## src/rtl/m2_compute_t.sv

```systemverilog
// m2_compute_t: first IDCT matrix stage, T = S' x C for one 8x8 block, written to the T RAM.
// Each row is loaded into a row buffer, then each column is reduced with a single multiplier.
module m2_compute_t #(
  parameter int ACC_W = 32,
  parameter int SHIFT = 8
) (
  input  logic        clk_i,
  input  logic        rst_i,
  input  logic        start_i,
  output logic        done_o,
  output logic [4:0]  sp_address_o,
  input  logic [31:0] sp_read_data_i,
  output logic [5:0]  t_address_o,
  output logic [31:0] t_write_data_o,
  output logic        t_we_o,
  output logic        busy_o
);
  typedef enum logic [3:0] {IDLE, LOAD0, LOAD1, LOAD2, LOAD3, LOAD4, MAC, WRITE, DONE} state_t;
  state_t                   state_q, state_d;
  logic [2:0]               row_q, row_d, col_q, col_d, k_q, k_d;
  logic signed [ACC_W-1:0]  acc_q, acc_d;
  logic signed [15:0]       rowbuf_q [8];
  logic signed [15:0]       rowbuf_d [8];
  logic signed [15:0]       c_rom;
  logic signed [31:0]       prod;
  logic [1:0]               load_idx;
  always_comb begin
    c_rom = '0;
    case ({k_q, col_q})
      6'o00: c_rom = 16'sd1448;  6'o01: c_rom = 16'sd1448;  6'o02: c_rom = 16'sd1448;  6'o03: c_rom = 16'sd1448;
      6'o04: c_rom = 16'sd1448;  6'o05: c_rom = 16'sd1448;  6'o06: c_rom = 16'sd1448;  6'o07: c_rom = 16'sd1448;
      6'o10: c_rom = 16'sd2008;  6'o11: c_rom = 16'sd1702;  6'o12: c_rom = 16'sd1137;  6'o13: c_rom = 16'sd399;
      6'o14: c_rom = -16'sd399;  6'o15: c_rom = -16'sd1137; 6'o16: c_rom = -16'sd1702; 6'o17: c_rom = -16'sd2008;
      6'o20: c_rom = 16'sd1892;  6'o21: c_rom = 16'sd783;   6'o22: c_rom = -16'sd783;  6'o23: c_rom = -16'sd1892;
      6'o24: c_rom = -16'sd1892; 6'o25: c_rom = -16'sd783;  6'o26: c_rom = 16'sd783;   6'o27: c_rom = 16'sd1892;
      6'o30: c_rom = 16'sd1702;  6'o31: c_rom = -16'sd399;  6'o32: c_rom = -16'sd2008; 6'o33: c_rom = -16'sd1137;
      6'o34: c_rom = 16'sd1137;  6'o35: c_rom = 16'sd2008;  6'o36: c_rom = 16'sd399;   6'o37: c_rom = -16'sd1702;
      6'o40: c_rom = 16'sd1448;  6'o41: c_rom = -16'sd1448; 6'o42: c_rom = -16'sd1448; 6'o43: c_rom = 16'sd1448;
      6'o44: c_rom = 16'sd1448;  6'o45: c_rom = -16'sd1448; 6'o46: c_rom = -16'sd1448; 6'o47: c_rom = 16'sd1448;
      6'o50: c_rom = 16'sd1137;  6'o51: c_rom = -16'sd2008; 6'o52: c_rom = 16'sd399;   6'o53: c_rom = 16'sd1702;
      6'o54: c_rom = -16'sd1702; 6'o55: c_rom = -16'sd399;  6'o56: c_rom = 16'sd2008;  6'o57: c_rom = -16'sd1137;
      6'o60: c_rom = 16'sd783;   6'o61: c_rom = -16'sd1892; 6'o62: c_rom = 16'sd1892;  6'o63: c_rom = -16'sd783;
      6'o64: c_rom = -16'sd783;  6'o65: c_rom = 16'sd1892;  6'o66: c_rom = -16'sd1892; 6'o67: c_rom = 16'sd783;
      6'o70: c_rom = 16'sd399;   6'o71: c_rom = -16'sd1137; 6'o72: c_rom = 16'sd1702;  6'o73: c_rom = -16'sd2008;
      6'o74: c_rom = 16'sd2008;  6'o75: c_rom = -16'sd1702; 6'o76: c_rom = 16'sd1137;  6'o77: c_rom = -16'sd399;
      default: c_rom = '0;
    endcase
  end
  assign prod           = rowbuf_q[k_q] * c_rom;
  assign load_idx       = state_q == LOAD1 ? 2'd1 : state_q == LOAD2 ? 2'd2 : state_q == LOAD3 ? 2'd3 : 2'd0;
  assign sp_address_o   = {row_q, load_idx};
  assign t_address_o    = {row_q, col_q};
  assign t_write_data_o = 32'(acc_q >>> SHIFT);
  assign t_we_o         = state_q == WRITE;
  assign done_o         = state_q == DONE;
  assign busy_o         = state_q != IDLE;
  always_comb begin
    state_d  = state_q;
    row_d    = row_q;
    col_d    = col_q;
    k_d      = k_q;
    acc_d    = acc_q;
    rowbuf_d = rowbuf_q;
    case (state_q)
      IDLE: if (start_i) begin
        row_d   = '0;
        state_d = LOAD0;
      end
      LOAD0: state_d = LOAD1;
      LOAD1: begin
        rowbuf_d[0] = sp_read_data_i[31:16];
        rowbuf_d[1] = sp_read_data_i[15:0];
        state_d     = LOAD2;
      end
      LOAD2: begin
        rowbuf_d[2] = sp_read_data_i[31:16];
        rowbuf_d[3] = sp_read_data_i[15:0];
        state_d     = LOAD3;
      end
      LOAD3: begin
        rowbuf_d[4] = sp_read_data_i[31:16];
        rowbuf_d[5] = sp_read_data_i[15:0];
        state_d     = LOAD4;
      end
      LOAD4: begin
        rowbuf_d[6] = sp_read_data_i[31:16];
        rowbuf_d[7] = sp_read_data_i[15:0];
        col_d       = '0;
        k_d         = '0;
        acc_d       = '0;
        state_d     = MAC;
      end
      MAC: begin
        acc_d   = acc_q + ACC_W'(prod);
        k_d     = k_q + 3'd1;
        state_d = k_q == 3'd7 ? WRITE : MAC;
      end
      WRITE: begin
        if (col_q != 3'd7) begin
          col_d   = col_q + 3'd1;
          acc_d   = '0;
          k_d     = '0;
          state_d = MAC;
        end else if (row_q != 3'd7) begin
          row_d   = row_q + 3'd1;
          state_d = LOAD0;
        end else begin
          state_d = DONE;
        end
      end
      DONE: state_d = IDLE;
      default: state_d = IDLE;
    endcase
  end
  always_ff @(posedge clk_i or posedge rst_i) begin
    if (rst_i) begin
      state_q  <= IDLE;
      row_q    <= '0;
      col_q    <= '0;
      k_q      <= '0;
      acc_q    <= '0;
      rowbuf_q <= '{default: '0};
    end else begin
      state_q  <= state_d;
      row_q    <= row_d;
      col_q    <= col_d;
      k_q      <= k_d;
      acc_q    <= acc_d;
      rowbuf_q <= rowbuf_d;
    end
  end
endmodule

```

## config.mk

```make
export PLATFORM = sky130hd
export DESIGN_NAME = m2_compute_t
export DESIGN_NICKNAME = d
export VERILOG_FILES = /design/src/rtl/m2_compute_t.sv
export SDC_FILE = /design/constraint.sdc
export NUM_CORES = 1
export LEC_CHECK = 0
export BUFFER_PORTS_ARGS = -buffer_cell sky130_fd_sc_hd__buf_2
export CAP_MARGIN = 30
export CORE_MARGIN = 5
export CORE_UTILIZATION = 25
export CTS_BUF_LIST = sky130_fd_sc_hd__clkbuf_8
export DETAILED_ROUTE_END_ITERATION = 6
export SYNTH_ARGS = -nofsm -noshare
export SYNTH_HDL_FRONTEND = slang
export SYNTH_SLANG_ARGS = --single-unit
export TNS_END_PERCENT = 100
```

## constraint.sdc

```tcl
create_clock -name clk_i -period 10.9 [get_ports clk_i]
set_clock_uncertainty 0.05 [all_clocks]
set_input_delay 1.635 -clock clk_i [delete_from_list [all_inputs] [get_ports clk_i]]
set_output_delay 1.635 -clock clk_i [all_outputs]
set_load 0.02 [all_outputs]
```

==> impl_results.md <==
* Status: finished clean
* Wire per inst at 15.47 um
* Starting DRC count in detailed routing at 722
* Grt total ovfl at 0
* Setup violators final at 0
* Layout cells sized above 1 at 18.78%
* Num CTS Buffers at 17
* Count of pins over their slew limit at 0
* Buffers on Ports at 80
* CTS sink cnt at 173
* Initial core utilization at 25.26%
* Row cnt at 101
* Initial antenna violation count at 7
* Nets at 2295
* CTS tree: yes
* Post-synth cell types at 71
* Tcrit/Tclk final at 82.25%
* Req. time, crit path at 11.32 ns
* Post-DRT Antenna Nets at 0
* Startpoint types: flip-flop
* Max_slew headroom at 32.47%
* Hold/Removal Path Class: flip-flop to flip-flop
* Syn Inst Count at 1836
* Syn avg cell area at 10.47 um^2
* Post-synth EDFFs at 0
* Synth warnings at 0
* Syn nets at 2270
* Post-CTS Resized at 0
* Compound-Gate Fraction of Synth Area at 6.361%
* Final TNS setup at 0 ns
* Register area share after synthesis at 22.53%
* Synthesized area at 19220 um^2
* Crit end category: flip-flop
* # hold bufs at CTS at 0
* Number of post-CTS setup repair buffers at 0
* DRC Markers at 0
* Simple-Gate Fraction of Synth Area at 8.334%
* Clock latency on the worst-skew pair at 0.51 ns
* Post-synth top flop: dfrtp_1
* Critical path class: flip-flop to flip-flop
* RSZ-0062 raised after global routing: no
* Main combinational cell family by area after synthesis: adder cells
* Routed vias/inst at 4.346
* Endpoints failing hold at 0
* Htree depth at 4
* Final wirelength at 44980 um
* CP arrival at 9.39 ns
* Drt pass-1 iters at 5
* All-Layer GR Usage at 11.38%
* HPWL after DPL at 35960 um
* Final RePlAce weighted congestion at 0.8715
* Mux contribution to synthesized area at 13.42%
* Die H at 287.3 um
* Post-Synth XOR/XNOR Area at 2.051%
* CTS Buffer Depth at 2
* Clock root buffer: clkbuf_8
* Ports at 81
* Fill cell count at 8050
* Vias in the first global route at 13770
* Die ar. at 82510 um^2
* Peak Freq at 111.5 MHz
* Crit path time final at 8.965 ns
* Area Overhead vs Synth at 9.525%
* Worst slew pin tran at 0.9848 ns
* Synth Area in Adders at 37.14%
* Pin count of the biggest net entering global routing at 94
* Routed vias at 12630
* Max-Cap Viols at 0
* CP Max Fanout at 32
* Yosys reg bits at 173
* Post-synth ARST share at 100.0%
* Core area at 76080 um^2
* Reg clk slew, reported paths at 0.12 ns
* First-pass GRT wire length at 75810 um
* Die X-Extent at 287.3 um
-- stage by stage --
step	util, %	cell area (um^2)	hold WS [ns]	setup WS [ns]	cells
floorplan	-	19220	0.4063	3.105	1836
global placement	26.99	20530	0.4340	2.162	2866
detailed placement	27.08	20600	0.4407	1.998	2870
CTS	27.59	20990	0.4649	2.003	2902
global route	27.66	21040	0.4721	1.322	2905
finish	27.67	21050	0.4614	1.935	2907
-- final cells by class --
type | count | area, um^2 | share of cell area, %
multi-input combinational | 1198 | 12970 | 61.62
antenna | 3 | 7.507 | 0.03567
inverter | 361 | 1360 | 6.462
sequential | 173 | 4333 | 20.59
tap | 1030 | 1289 | 6.123
clock buffer | 17 | 234.0 | 1.112
timing repair buffer | 110 | 703.2 | 3.341
clock inverter | 15 | 151.4 | 0.7193
-- worst paths after layout --
path,start,endpoint,slack [ns],cells after the start
worst max-delay path,col_q[2],acc_q[28],1.93,25
worst min-delay path,rowbuf_q[23],rowbuf_q[23],0.46,1
worst max register to register,col_q[2],acc_q[28],1.93,25
worst min register to register,rowbuf_q[23],rowbuf_q[23],0.46,1
max in group asynchronous,rst_i,rowbuf_q[36],8.54,5
min in group asynchronous,rst_i,row_q[2],0.93,2
-- Yosys cell counts, drive strengths merged (3+ instances only) --
cell     number  area share [%]
nand2       123             2.4
a41oi         3            0.14
xor2         13            0.59
or2          12            0.39
a21oi        36            0.96
nor2        162             3.2
mux2i        22             1.2
nor3         13            0.34
nor3b         3            0.12
a21o         16            0.64
o22a          3            0.14
a2111oi       3            0.14
xnor2        32             1.5
o31ai         3            0.14
and3          7            0.23
clkbuf       30            0.59
inv         360             7.0
a22o         12            0.55
o21a          4            0.16
fa          283              29
mux4         33             3.9
o211ai        7            0.27
o22ai         4            0.13
nor2b         4            0.13
ha          116             7.6
nand3         7            0.18
and2          7            0.23
buf          74             2.5
o21ai        64             1.7
o21bai        4            0.16
nand2b       19            0.62
dfrtp       173              23
a211oi       11            0.51
mux2        142             8.3
-- state kept, by name, summed over array words and instances, names as in the netlist --
name	count
acc_q	32
col_q	3
k_q	3
row_q	3
rowbuf_q	128
state_q	4
-- logic make-up (layout without fill, tap and decap cells) --
kind of cell | Yosys count | in the layout
buffers and inverters | 465 | 503
adders and majority gates | 401 | 401
and+or+nand+nor | 369 | 369
muxes | 197 | 197
AOI/OAI and AO/OA | 186 | 186
DFF | 173 | 173
xor gates and xnor gates | 45 | 45
other | 0 | 3
-- routing by layer --
layer  vias to the layer above  global-route usage (%)  wire length, um
met5                         -                       0               30
met4                         4                   2.340              536
met3                        36                   2.435             2124
met2                       244                   18.49            21290
met1                      6497                   15.75            20990
li1                       5852                       -                -
-- critical path, cell delays in order (launching register included) --
cell and delay (ns):
dfrtp_1 0.98, clkinv_1 0.47, ha_1 0.48, nand2_1 0.06, and3_1 0.20, a211o_1 0.25, mux2i_1 0.78, nand2_1 0.19
fa_1 0.58, inv_1 0.05, fa_1 0.59, fa_1 0.45, fa_1 0.40, fa_1 0.51, inv_1 0.05, fa_1 0.47
inv_1 0.04, ha_1 0.35, a21o_1 0.20, a211oi_1 0.25, o21bai_1 0.12, a21o_1 0.21, a221oi_2 0.47, o31ai_2 0.14
or4b_1 0.47, nand3_1 0.09
-- cells in the final DEF (no fill, tap or decap), drive strengths merged, types with 16 or more instances in the layout --
cell	Yosys	routed
clkbuf	30	18
nand2	123	123
fa	283	283
a21oi	36	36
xnor2	32	32
nand2b	19	19
nor2	162	162
mux4	33	33
buf	74	109
mux2i	22	22
dfrtp	173	173
inv	360	368
ha	116	116
mux2	142	142
o21ai	64	64
a21o	16	16
Power is left out: the tool's default activity adds up to more than one toggle a clock period on the data nets, which glitch-free logic cannot reach.
